$ cat config.mk
export PLATFORM = sky130hd
export DESIGN_NAME = mem_arbiter
export DESIGN_NICKNAME = d
export VERILOG_FILES = /design/src/rtl/mem_arbiter.sv
export SDC_FILE = /design/constraint.sdc
export NUM_CORES = 1
export LEC_CHECK = 0
export ABC_AREA = 0
export BUFFER_PORTS_ARGS = -buffer_cell sky130_fd_sc_hd__buf_2
export CORE_UTILIZATION = 28
export DETAILED_ROUTE_END_ITERATION = 7
export PLACE_DENSITY = 0.55
export SYNTH_ARGS = -nofsm -noshare
export SYNTH_HDL_FRONTEND = slang
export SYNTH_SLANG_ARGS = --single-unit
$ cat constraint.sdc
create_clock -name clk -period 3.3 [get_ports clk]
set_input_delay 0.66 -clock clk [delete_from_list [all_inputs] [get_ports clk]]
set_output_delay 0.66 -clock clk [all_outputs]
set_load 0.02 [all_outputs]
$ cat src/rtl/mem_arbiter.sv
// rtl/mem_arbiter.sv - two-port fetch/load-store arbiter onto a single non-abortable memory channel
module mem_arbiter #(
    parameter int unsigned STARVE_LIMIT = 4
) (
    input  logic        clk,
    input  logic        rst,
    input  logic        rdy,

    input  logic        if_req_i,
    input  logic [31:0] if_addr_i,
    input  logic        if_flush_i,
    output logic        if_done_o,
    output logic [31:0] if_data_o,

    input  logic        mem_req_i,
    input  logic        mem_wr_i,
    input  logic [31:0] mem_addr_i,
    input  logic [1:0]  mem_size_i,
    input  logic [31:0] mem_wdata_i,
    output logic        mem_done_o,
    output logic [31:0] mem_rdata_o,

    output logic        mc_req_o,
    output logic        mc_wr_o,
    output logic [31:0] mc_addr_o,
    output logic [1:0]  mc_size_o,
    output logic [31:0] mc_wdata_o,
    input  logic        mc_done_i,
    input  logic [31:0] mc_rdata_i
);

    typedef enum logic [1:0] {
        IDLE     = 2'd0,
        IF_BUSY  = 2'd1,
        MEM_BUSY = 2'd2,
        IF_DRAIN = 2'd3
    } state_t;

    localparam logic [3:0] LIMIT = 4'(STARVE_LIMIT);
    localparam logic [1:0] SIZE_WORD = 2'd2;

    state_t      state_q;
    state_t      state_d;
    logic [3:0]  starve_q;
    logic [3:0]  starve_d;

    logic        mc_req_d;
    logic        mc_wr_d;
    logic [31:0] mc_addr_d;
    logic [1:0]  mc_size_d;
    logic [31:0] mc_wdata_d;
    logic        if_done_d;
    logic [31:0] if_data_d;
    logic        mem_done_d;
    logic [31:0] mem_rdata_d;

    // A fetch that is being redirected in the same cycle is never worth starting.
    logic if_ok;
    // MEM normally wins; a starved, still-valid fetch takes one slot back.
    logic mem_grant;
    logic if_grant;

    // Grant selection is only meaningful while the channel is idle.
    always_comb begin
        if_ok     = if_req_i & ~if_flush_i;
        mem_grant = (state_q == IDLE) & mem_req_i & ~((starve_q == LIMIT) & if_ok);
        if_grant  = (state_q == IDLE) & ~mem_grant & if_ok;
    end

    // Next-state, next-output and starvation-counter logic.
    always_comb begin
        state_d     = state_q;
        starve_d    = starve_q;
        mc_req_d    = mc_req_o;
        mc_wr_d     = mc_wr_o;
        mc_addr_d   = mc_addr_o;
        mc_size_d   = mc_size_o;
        mc_wdata_d  = mc_wdata_o;
        if_done_d   = 1'b0;
        if_data_d   = if_data_o;
        mem_done_d  = 1'b0;
        mem_rdata_d = mem_rdata_o;

        case (state_q)
            IDLE: begin
                // mc_done_i is meaningless here: nothing is outstanding.
                if (mem_grant) begin
                    state_d    = MEM_BUSY;
                    mc_req_d   = 1'b1;
                    mc_wr_d    = mem_wr_i;
                    mc_addr_d  = mem_addr_i;
                    mc_size_d  = mem_size_i;
                    mc_wdata_d = mem_wdata_i;
                    if (if_req_i) begin
                        if (starve_q < LIMIT) begin
                            starve_d = starve_q + 4'd1;
                        end
                    end else begin
                        starve_d = 4'd0;
                    end
                end else if (if_grant) begin
                    state_d    = IF_BUSY;
                    mc_req_d   = 1'b1;
                    mc_wr_d    = 1'b0;
                    mc_addr_d  = if_addr_i;
                    mc_size_d  = SIZE_WORD;
                    mc_wdata_d = 32'd0;
                    starve_d   = 4'd0;
                end
            end

            IF_BUSY: begin
                if (mc_done_i) begin
                    state_d  = IDLE;
                    mc_req_d = 1'b0;
                    // A flush landing on the completion cycle still kills the word.
                    if (!if_flush_i) begin
                        if_done_d = 1'b1;
                        if_data_d = mc_rdata_i;
                    end
                end else if (if_flush_i) begin
                    // Downstream cannot abort, so keep requesting and drop the reply.
                    state_d = IF_DRAIN;
                end
            end

            IF_DRAIN: begin
                if (mc_done_i) begin
                    state_d  = IDLE;
                    mc_req_d = 1'b0;
                end
            end

            MEM_BUSY: begin
                if (mc_done_i) begin
                    state_d    = IDLE;
                    mc_req_d   = 1'b0;
                    mem_done_d = 1'b1;
                    if (!mc_wr_o) begin
                        mem_rdata_d = mc_rdata_i;
                    end
                end
            end

            default: begin
                state_d  = IDLE;
                mc_req_d = 1'b0;
            end
        endcase
    end

    // State and output registers; reset beats rdy, rdy low freezes everything.
    always_ff @(posedge clk) begin
        if (!rst) begin
            state_q     <= IDLE;
            starve_q    <= 4'd0;
            mc_req_o    <= 1'b0;
            mc_wr_o     <= 1'b0;
            mc_addr_o   <= 32'd0;
            mc_size_o   <= 2'd0;
            mc_wdata_o  <= 32'd0;
            if_done_o   <= 1'b0;
            if_data_o   <= 32'd0;
            mem_done_o  <= 1'b0;
            mem_rdata_o <= 32'd0;
        end else if (rdy) begin
            state_q     <= state_d;
            starve_q    <= starve_d;
            mc_req_o    <= mc_req_d;
            mc_wr_o     <= mc_wr_d;
            mc_addr_o   <= mc_addr_d;
            mc_size_o   <= mc_size_d;
            mc_wdata_o  <= mc_wdata_d;
            if_done_o   <= if_done_d;
            if_data_o   <= if_data_d;
            mem_done_o  <= mem_done_d;
            mem_rdata_o <= mem_rdata_d;
        end
    end

endmodule

After elaboration in Yosys (flattened, before gate mapping)
Cells that the tools add are included.
{"block": "classes", "n_addsub": 1, "n_lt_le_gt_ge": 1, "n_eq_ne": 9, "n_mux": 27, "n_bitwise": 10, "n_reduce_logical": 10}
{"operator": "32-bit two-way mux", "n": 4}
{"operator": "4-bit two-way mux", "n": 4}
{"operator": "4-bit AND reduction", "n": 4}
{"operator": "2-bit two-way mux", "n": 7}
{"operator": "1-bit two-way mux", "n": 10}
{"operator": "1-bit AND", "n": 6}
{"operator": "3-bit inequality test, second input constant", "n": 2}
{"operator": "2-bit one-hot mux with 3 select lines", "n": 1}
{"operator": "3-bit AND reduction", "n": 2}
{"operator": "4-bit by 1-bit adder with 4-bit output, second input constant", "n": 1}
{"operator": "2-bit == test, second input constant", "n": 2}
{"operator": "4-bit by 3-bit == test with 1-bit output, second input constant", "n": 1}
{"operator": "4-bit by 3-bit < comparator with 1-bit output, second input constant", "n": 1}
{"operator": "2-bit by 1-bit inequality test with 1-bit output, second input constant", "n": 2}
{"operator": "1-bit inverter", "n": 4}
{"operator": "3-bit by 2-bit inequality test with 1-bit output, second input constant", "n": 1}
{"operator": "3-bit OR reduction", "n": 1}
{"operator": "2-bit by 1-bit == test with 1-bit output, second input constant", "n": 1}
{"operator": "2-bit logical NOT", "n": 1}
{"operator": "1-bit one-hot mux with 2 select lines", "n": 1}
{"operator": "2-bit nonzero test", "n": 1}
{"operator": "2-bit OR reduction", "n": 1}
{"block": "word_totals", "register_bits": 140, "inputBits": 138, "output_inout_bits": 134, "word_cells": 69}

Logic depth before layout (Yosys ltp)
Gate-level depths: netlist of run 1.
{"block": "depth", "depth_word": 11, "mapped_depth": 8}

Worst setup path before layout of run 1
OpenSTA, ideal clock, no wires.
{"block": "synth_path", "path_kind": "input port to flip-flop", "from": "in if_flush_i", "to": "reg mc_size_o[0]", "arrival_ps": 1707, "required_ps": 3183, "slack_ps": 1476, "cell_stages": 5, "cell_sequence": "nand4b_1 -> o211ai_2 -> nor2_2 -> buf_2 -> a22o_1"}
{"block": "synth_via", "elab_chain_cells": 10, "word_cells_on_any_way": 11, "cone_classes": "mux: 1; bitwise: 8; reduce/logical: 2"}
{"item": "from (decl)", "line": "11", "text": "input logic if_flush_i,"}
{"item": "1-bit inverter (no line) (*)"}
{"item": "1-bit AND (*)", "line": "65", "text": "if_ok = if_req_i & ~if_flush_i;"}
{"item": "1-bit AND", "line": "66", "text": "mem_grant = (state_q == IDLE) & mem_req_i & ~((starve_q == LIMIT) & if_ok);"}
{"item": "1-bit inverter", "line": "66"}
{"item": "1-bit AND", "line": "66"}
{"item": "1-bit inverter", "line": "67", "text": "if_grant = (state_q == IDLE) & ~mem_grant & if_ok;"}
{"item": "1-bit AND (2 in series)", "line": "67"}
{"item": "2-bit nonzero test (no line)"}
{"item": "3-bit AND reduction (no line)"}
{"item": "to (signal assigned)", "line": "172", "text": "mc_size_o <= mc_size_d;"}
{"item": "to (decl)", "line": "26", "text": "output logic [1:0] mc_size_o,"}
Every way passes the cells marked *; elsewhere a longest branch is shown, timed or not.
A chain may end at the register's enable or synchronous reset.

Worst setup path in the final report of run 1
{"block": "layout_path", "from": "reg starve_q[0]", "to": "reg mc_addr_o[7]"}
{"block": "layout_via", "elab_chain_cells": 9, "word_cells_on_any_way": 10, "cone_classes": "eq/ne: 1; mux: 1; bitwise: 6; reduce/logical: 2"}
{"item": "from (decl)", "line": "44", "text": "logic [3:0] starve_q;"}
{"item": "from (signal assigned)", "line": "168", "text": "starve_q <= starve_d;"}
{"item": "4-bit by 3-bit == test with 1-bit output (*)", "line": "66"}
{"item": "1-bit AND (*)", "line": "66"}
{"item": "1-bit inverter (*)", "line": "66"}
{"item": "1-bit AND (*)", "line": "66"}
{"item": "1-bit inverter", "line": "67"}
{"item": "1-bit AND (2 in series)", "line": "67"}
{"item": "2-bit nonzero test (no line)"}
{"item": "3-bit AND reduction (no line)"}
{"item": "to (signal assigned)", "line": "171", "text": "mc_addr_o <= mc_addr_d;"}
{"item": "to (decl)", "line": "25", "text": "output logic [31:0] mc_addr_o,"}
Marks and branches as above.

==> summary.md, run 1 <==
| Metric | Value |
|---|---|
| Cell Rows | `48` |
| Overall routing resource usage | `16.0%` |
| Final ANT Viol Nets | `0` |
| CTS Sinks | `140` |
| Reg-to-Reg Start | `starve_q[0]` |
| Die X | `137 µm` |
| Main area contributors after synthesis | `dfxtp_1 55%, nand2_1 15%, a21oi_1 6.7%` |
| Clock network fraction of design power | `47.0%` |
| Vias post-DR | `4981` |
| # Max-Cap Violations | `0` |
| Critical path peak fanout | `34` |
| DRC | `0` |
| Internal | `0.00314 W` |
| Main synth FF type | `dfxtp_1` |
| Worst-Margin Slew | `1.08 ns` |
| Max Slew Vio Count | `0` |
| Port bufs | `271` |
| Filler instances | `1839` |
| FF/Latch Area | `2800 µm²` |
| Worst relative slew slack | `27.8%` |
| Post-CTS setup buffers | `0` |
| Hold_sp | `if_data_o[3]` |
| Sw frac | `26.0%` |
| Clk_lat worst skew | `0.41 ns` |
| Skew final | `0.00688 ns` |
| DP HPWL | `10300 µm` |
| Pleak | `3.34 nW` |
| Core Util, Final | `41.3%` |
| Status | `complete, no violations` |
| Pwr Density | `586 nW/µm²` |
| Library cells used by synthesis | `33` |
| Die ar. | `18700 µm²` |
| R2R Path End | `mc_addr_o[7]` |
| Worst Reg2Reg Path Length in Cells | `6` |
| Clock Root Buffer | `clkbuf_16` |
| DRT iter0 DRCs | `255` |
| Fmax | `484 MHz` |
| Post-synth top area share | `55.1%` |
| RSZ-0062 raised after global routing | `no` |
| Crit Path Class | `reg2reg` |
| Multi-input gate area | `2080 µm²` |
| NetSw | `0.00110 W` |
| Hold path endpoint | `if_data_o[3]` |
| Core area | `17500 µm²` |
| Crit path DAT | `2.41 ns` |
| Clock-pin slew on the worst setup and hold paths | `0.06 ns` |
| RePlAce Congestion | `0.760` |
| Vias per cell | `4.55` |
| Fin crit period | `2.07 ns` |
| VDD IR max | `0.314 mV` |
| Leading area contributor after synthesis | `dfxtp_1` |
| Yosys warns | `0` |
| Initial antenna violation count | `1` |
| CTS tree | `yes` |
| Height of the die | `137 µm` |
| Worst Hold Depth | `2` |
| Most frequent cells in the layout | `271 x buf_2, 199 x nand2_1, 140 x dfxtp_1` |
| Area Overhead vs Synth | `42.4%` |
| Yosys reg bits | `140` |
| DR pass1 iterations | `4` |
| First-pass GRT wire length | `23100 µm` |
| Post-Syn Area per Cell | `8.47 µm²` |
| Hold Vio Cnt, Final | `0` |
| CP startpoint kind | `flop` |
| Number of synthesized flops with an enable pin | `0` |
| Post-DR wirelength/cell | `13.8 µm` |
| Cell count after synthesis | `600` |
| Seq pwr share | `42.3%` |
| Vias in the first global route | `4454` |
| Hold-fix buffers at CTS | `0` |
| Sequential element share of the synthesized area | `55.1%` |
| H-tree Lvls | `4` |
| Post-CTS resize count | `0` |
| Syn_nets | `740` |
| Comb pwr share | `10.7%` |
| R2r setup slk | `1.23 ns` |
| Largest net degree at the start of global routing | `70` |
| Worst Path Required | `3.64 ns` |
| Final period util | `62.6%` |
| Setup-failing EPs final | `0` |
| Post-synth ARST share | `0%` |
| Netlist Area Pre-Place | `5080 µm²` |
| Clock Path Buffers | `2` |
| Ports | `272` |
| Total Nets Final | `996` |
| Initial Util | `29.0%` |
| Grt ovf | `0` |
| HP Class | `reg2reg` |
| Most common cell after layout, fill and taps aside | `buf_2` |
| Share of cells above drive strength 1 | `37.1%` |
| WL final | `15200 µm` |
| Setup_tns | `0 ns` |
| Num CTS Buffers | `17` |
| Crit path capture type | `flop` |
## power by group through the flow
stage	Clock, W	Sequential [W]	Combinational [W]
floorplan	0	0.00191	0.000175
global placement	0	0.00183	0.000462
detailed placement	0	0.00183	0.000461
CTS	0.00205	0.00179	0.000461
global route	0.00212	0.00180	0.000504
finish	0.00199	0.00179	0.000456
## final cells by class
class                           count  share of cell area, %
Antenna cell                        1                 0.0345
Clock buffer                       17                   5.87
Clock inverter                     15                   2.63
Inverter                            7                  0.363
Multi-Input combinational cell    408                   28.7
Sequential cell                   140                   38.7
Tap cell                          225                   3.89
Timing Repair Buffer              282                   19.9
## cells by family after synthesis
family	Yosys count	synth area share, %
compound gates	183	22.1
fa+ha+maj	2	0.492
buf+inv	52	4.53
flops	140	55.1
mux	2	0.394
simple gates	221	17.4
## flip-flops by register name, indices dropped and copies added, names as in the netlist
register and count:
if_data_o 32, starve_q 4, mc_addr_o 32, mem_rdata_o 32, mc_wr_o 1, mc_size_o 2
mc_req_o 1, if_done_o 1, mc_wdata_o 32, state_q 2, mem_done_o 1
## Yosys cell counts, types with 3 or more instances
cell type and number:
inv_1 6, o21ai_0 27, o21ai_1 10, nand2b_1 5
a21oi_1 68, a31oi_1 34, nand2_1 199, nor2_1 6
buf_2 25, clkbuf_1 19, dfxtp_1 140, nor3_1 3
a22o_1 34
## worst max path at each step
| stage | start | to | cells past startpoint |
|---|---|---|---|
| after global routing | starve_q[0] | mc_addr_o[10] | 6 |
| final | starve_q[0] | mc_addr_o[7] | 6 |
| after global placement | rdy | mc_wdata_o[18] | 7 |
| after floorplan | if_flush_i | mc_size_o[0] | 5 |
| after CTS | starve_q[0] | starve_q[0] | 6 |
| after detailed placement | rdy | mc_wdata_o[11] | 7 |
## routing by layer
| metal | track usage [%] | share of wire (%) |
|---|---|---|
| met1 | 19.5 | 44 |
| met2 | 26.5 | 48 |
| met3 | 4.26 | 6.2 |
| met4 | 6.42 | 1.3 |
| met5 | 0 | 0 |
## worst max-delay path, stage by stage (launching register included)
cell	delay, ns
dfxtp_1	0.35
inv_1	0.08
ha_1	0.20
nand4b_1	0.16
o211a_1	0.88
nand2_1	0.12
a31oi_1	0.20
## per-stage QoR
stage               cells  total power [W]  worst slack [ns]  instance area, µm²  hold WS [ns]
floorplan             600          0.00209              1.48                5080         0.455
global placement     1062          0.00229             0.913                6630         0.439
detailed placement   1062          0.00229             0.876                6630         0.443
CTS                  1094          0.00430              1.20                7240         0.436
global route         1095          0.00443             0.946                7240         0.435
finish               1095          0.00424              1.23                7240         0.450
No activity file was read; power rests on OpenSTA's default activity.
==> run 2: changes to the inputs <==
PLACE_DENSITY = 0.57   (was 0.55)
clock period = 1.7 ns   (was 3.3 ns; I/O delays follow)
==> run 2 against run 1 <==
Total power up 100%. Clock power rose by 110%. Register-to-register slack worse by 1.2 ns. Combinational power increased by 120%. Clock-buffer cell count rose by 2. Cell area up 6.0%. First-iteration DRC count decreased by 0.78%. Core utilization rose by 2.5 points. Sequential share of layout area shrank 2.2 points. Routed wire length is 6.9% higher. Global-route usage increased by 0.35 points. Final cell count up 1.7%. Largest power group unchanged.
==> summary.md, run 2 (same netlist as run 1, synthesis figures left out) <==
| Metric | Value |
|---|---|
| Placed instance area | `6830 µm²` |
| H-tree Lvls | `4` |
| Overall routing resource usage | `16.3%` |
| Clock Path Buffers | `2` |
| # Max-Cap Violations | `0` |
| Clock-pin slew on the worst setup and hold paths | `0.06 ns` |
| VDD IR max | `0.644 mV` |
| Clock Root Buffer | `clkbuf_16` |
| # diodes | `0` |
| Cell Rows | `48` |
| Finished Layout Cells | `1114` |
| Most frequent cells in the layout | `271 x buf_2, 199 x nand2_1, 138 x dfxtp_1` |
| Vias in the first global route | `4778` |
| Crit path capture type | `flop` |
| CP startpoint kind | `flop` |
| Core area | `17500 µm²` |
| HP Class | `in2reg` |
| WL final | `16200 µm` |
| Core Util, Final | `43.8%` |
| Die X | `137 µm` |
| DP HPWL | `10600 µm` |
| Setup_tns | `0 ns` |
| Fmax | `588 MHz` |
| Final period util | `100%` |
| Post-DR wirelength/cell | `14.5 µm` |
| Placed Cells incl. Taps | `1073` |
| Critical path peak fanout | `9` |
| Grt ovf | `0` |
| Vias post-DR | `5157` |
| Initial antenna violation count | `0` |
| Pleak | `3.53 nW` |
| Share of cells above drive strength 1 | `39.1%` |
| Worst slack, placed | `0.00549 ns` |
| Design area | `7680 µm²` |
| Initial Util | `29.0%` |
| Pwr Density | `1120 nW/µm²` |
| Worst Path Required | `2.00 ns` |
| Crit path DAT | `2.00 ns` |
| Final ANT Viol Nets | `0` |
| Num CTS Buffers | `17` |
| Die ar. | `18700 µm²` |
| RePlAce Congestion | `0.766` |
| Worst-Margin Slew | `0.450 ns` |
| Crit Path Class | `reg2reg` |
| First-pass GRT wire length | `23800 µm` |
| Ports | `272` |
| Vias per cell | `4.63` |
| Worst relative slew slack | `69.9%` |
| CTS tree | `yes` |
| Max Slew Vio Count | `0` |
| Hold Vio Cnt, Final | `0` |
| Setup-failing EPs final | `0` |
| RSZ-0062 raised after global routing | `yes` |
| Total Nets Final | `1016` |
| CTS Sinks | `140` |
| Fin crit period | `1.70 ns` |
| Most common cell after layout, fill and taps aside | `buf_2` |
| DR pass1 iterations | `5` |
| Skew final | `0.00787 ns` |
| DRT iter0 DRCs | `253` |
| Area Overhead vs Synth | `51.0%` |
| Setup WS post-layout | `0.000488 ns` |
| Hold-fix buffers at CTS | `0` |
| Height of the die | `137 µm` |
| DRC | `0` |
| Port bufs | `271` |
| Largest net degree at the start of global routing | `70` |
| Clk_lat worst skew | `0.41 ns` |
| Status | `complete, no violations` |
run 2: what timing repair did:
action,CTS,global route
setup endpoints to repair,0,70
buffers inserted,0,4
gates resized for setup,0,13
run 2: power breakdown:
group | internal [W] | switching [W] | total [W]
Sequential | 0.00342 | 0.0000678 | 0.00348
Clock | 0.00266 | 0.00144 | 0.00410
Combinational | 0.000426 | 0.000587 | 0.00101
Total | 0.00650 | 0.00210 | 0.00860
run 2: area by class of cell:
cell class,instances,area (µm²)
well taps,225,282
multi-input cells,408,2110
clock buffers,19,443
repair buffers,302,1800
fillers,1760,9860
flip-flops and latches,140,2810
inverters,7,26.3
clock inverters,13,211
run 2: stage by stage:
stage	power [W]	hold slack, ns
2_1_floorplan	0.00405	0.455
3_3_place_gp	0.00450	0.439
3_5_place_dp	0.00451	0.444
4_1_cts	0.00865	0.119
5_1_grt	0.00894	0.130
6_report	0.00860	0.144
run 2: path summary, 6_finish.rpt:
check                        from              to  slack, ns  cells past startpoint
setup / recovery      starve_q[0]   mc_wdata_o[1]     0.0005                      7
hold / removal    mem_wdata_i[20]  mc_wdata_o[20]       0.14                      2
setup reg to reg      starve_q[0]   mc_wdata_o[1]     0.0005                      7
hold reg to reg    mem_rdata_o[9]  mem_rdata_o[9]       0.45                      2
run 2: worst max-delay path, cell delays in order, from the launching register on:
cell and delay, ns:
dfxtp_2 0.33, inv_2 0.08, ha_4 0.12, nand4b_1 0.18, o211ai_4 0.34, nor2_4 0.12, clkbuf_16 0.19, a22o_1 0.23
run 2: metal layers:
metal  part of all wire, %  wire [µm]  up-vias  GRT usage (%)
met4                   1.3        213        0           5.25
met1                    43       6970     2363           19.1
met3                   6.8       1110       13           5.19
met2                    49       7910      166           28.1
li1                      -          -     2615              -
met5                     0          0        -              0
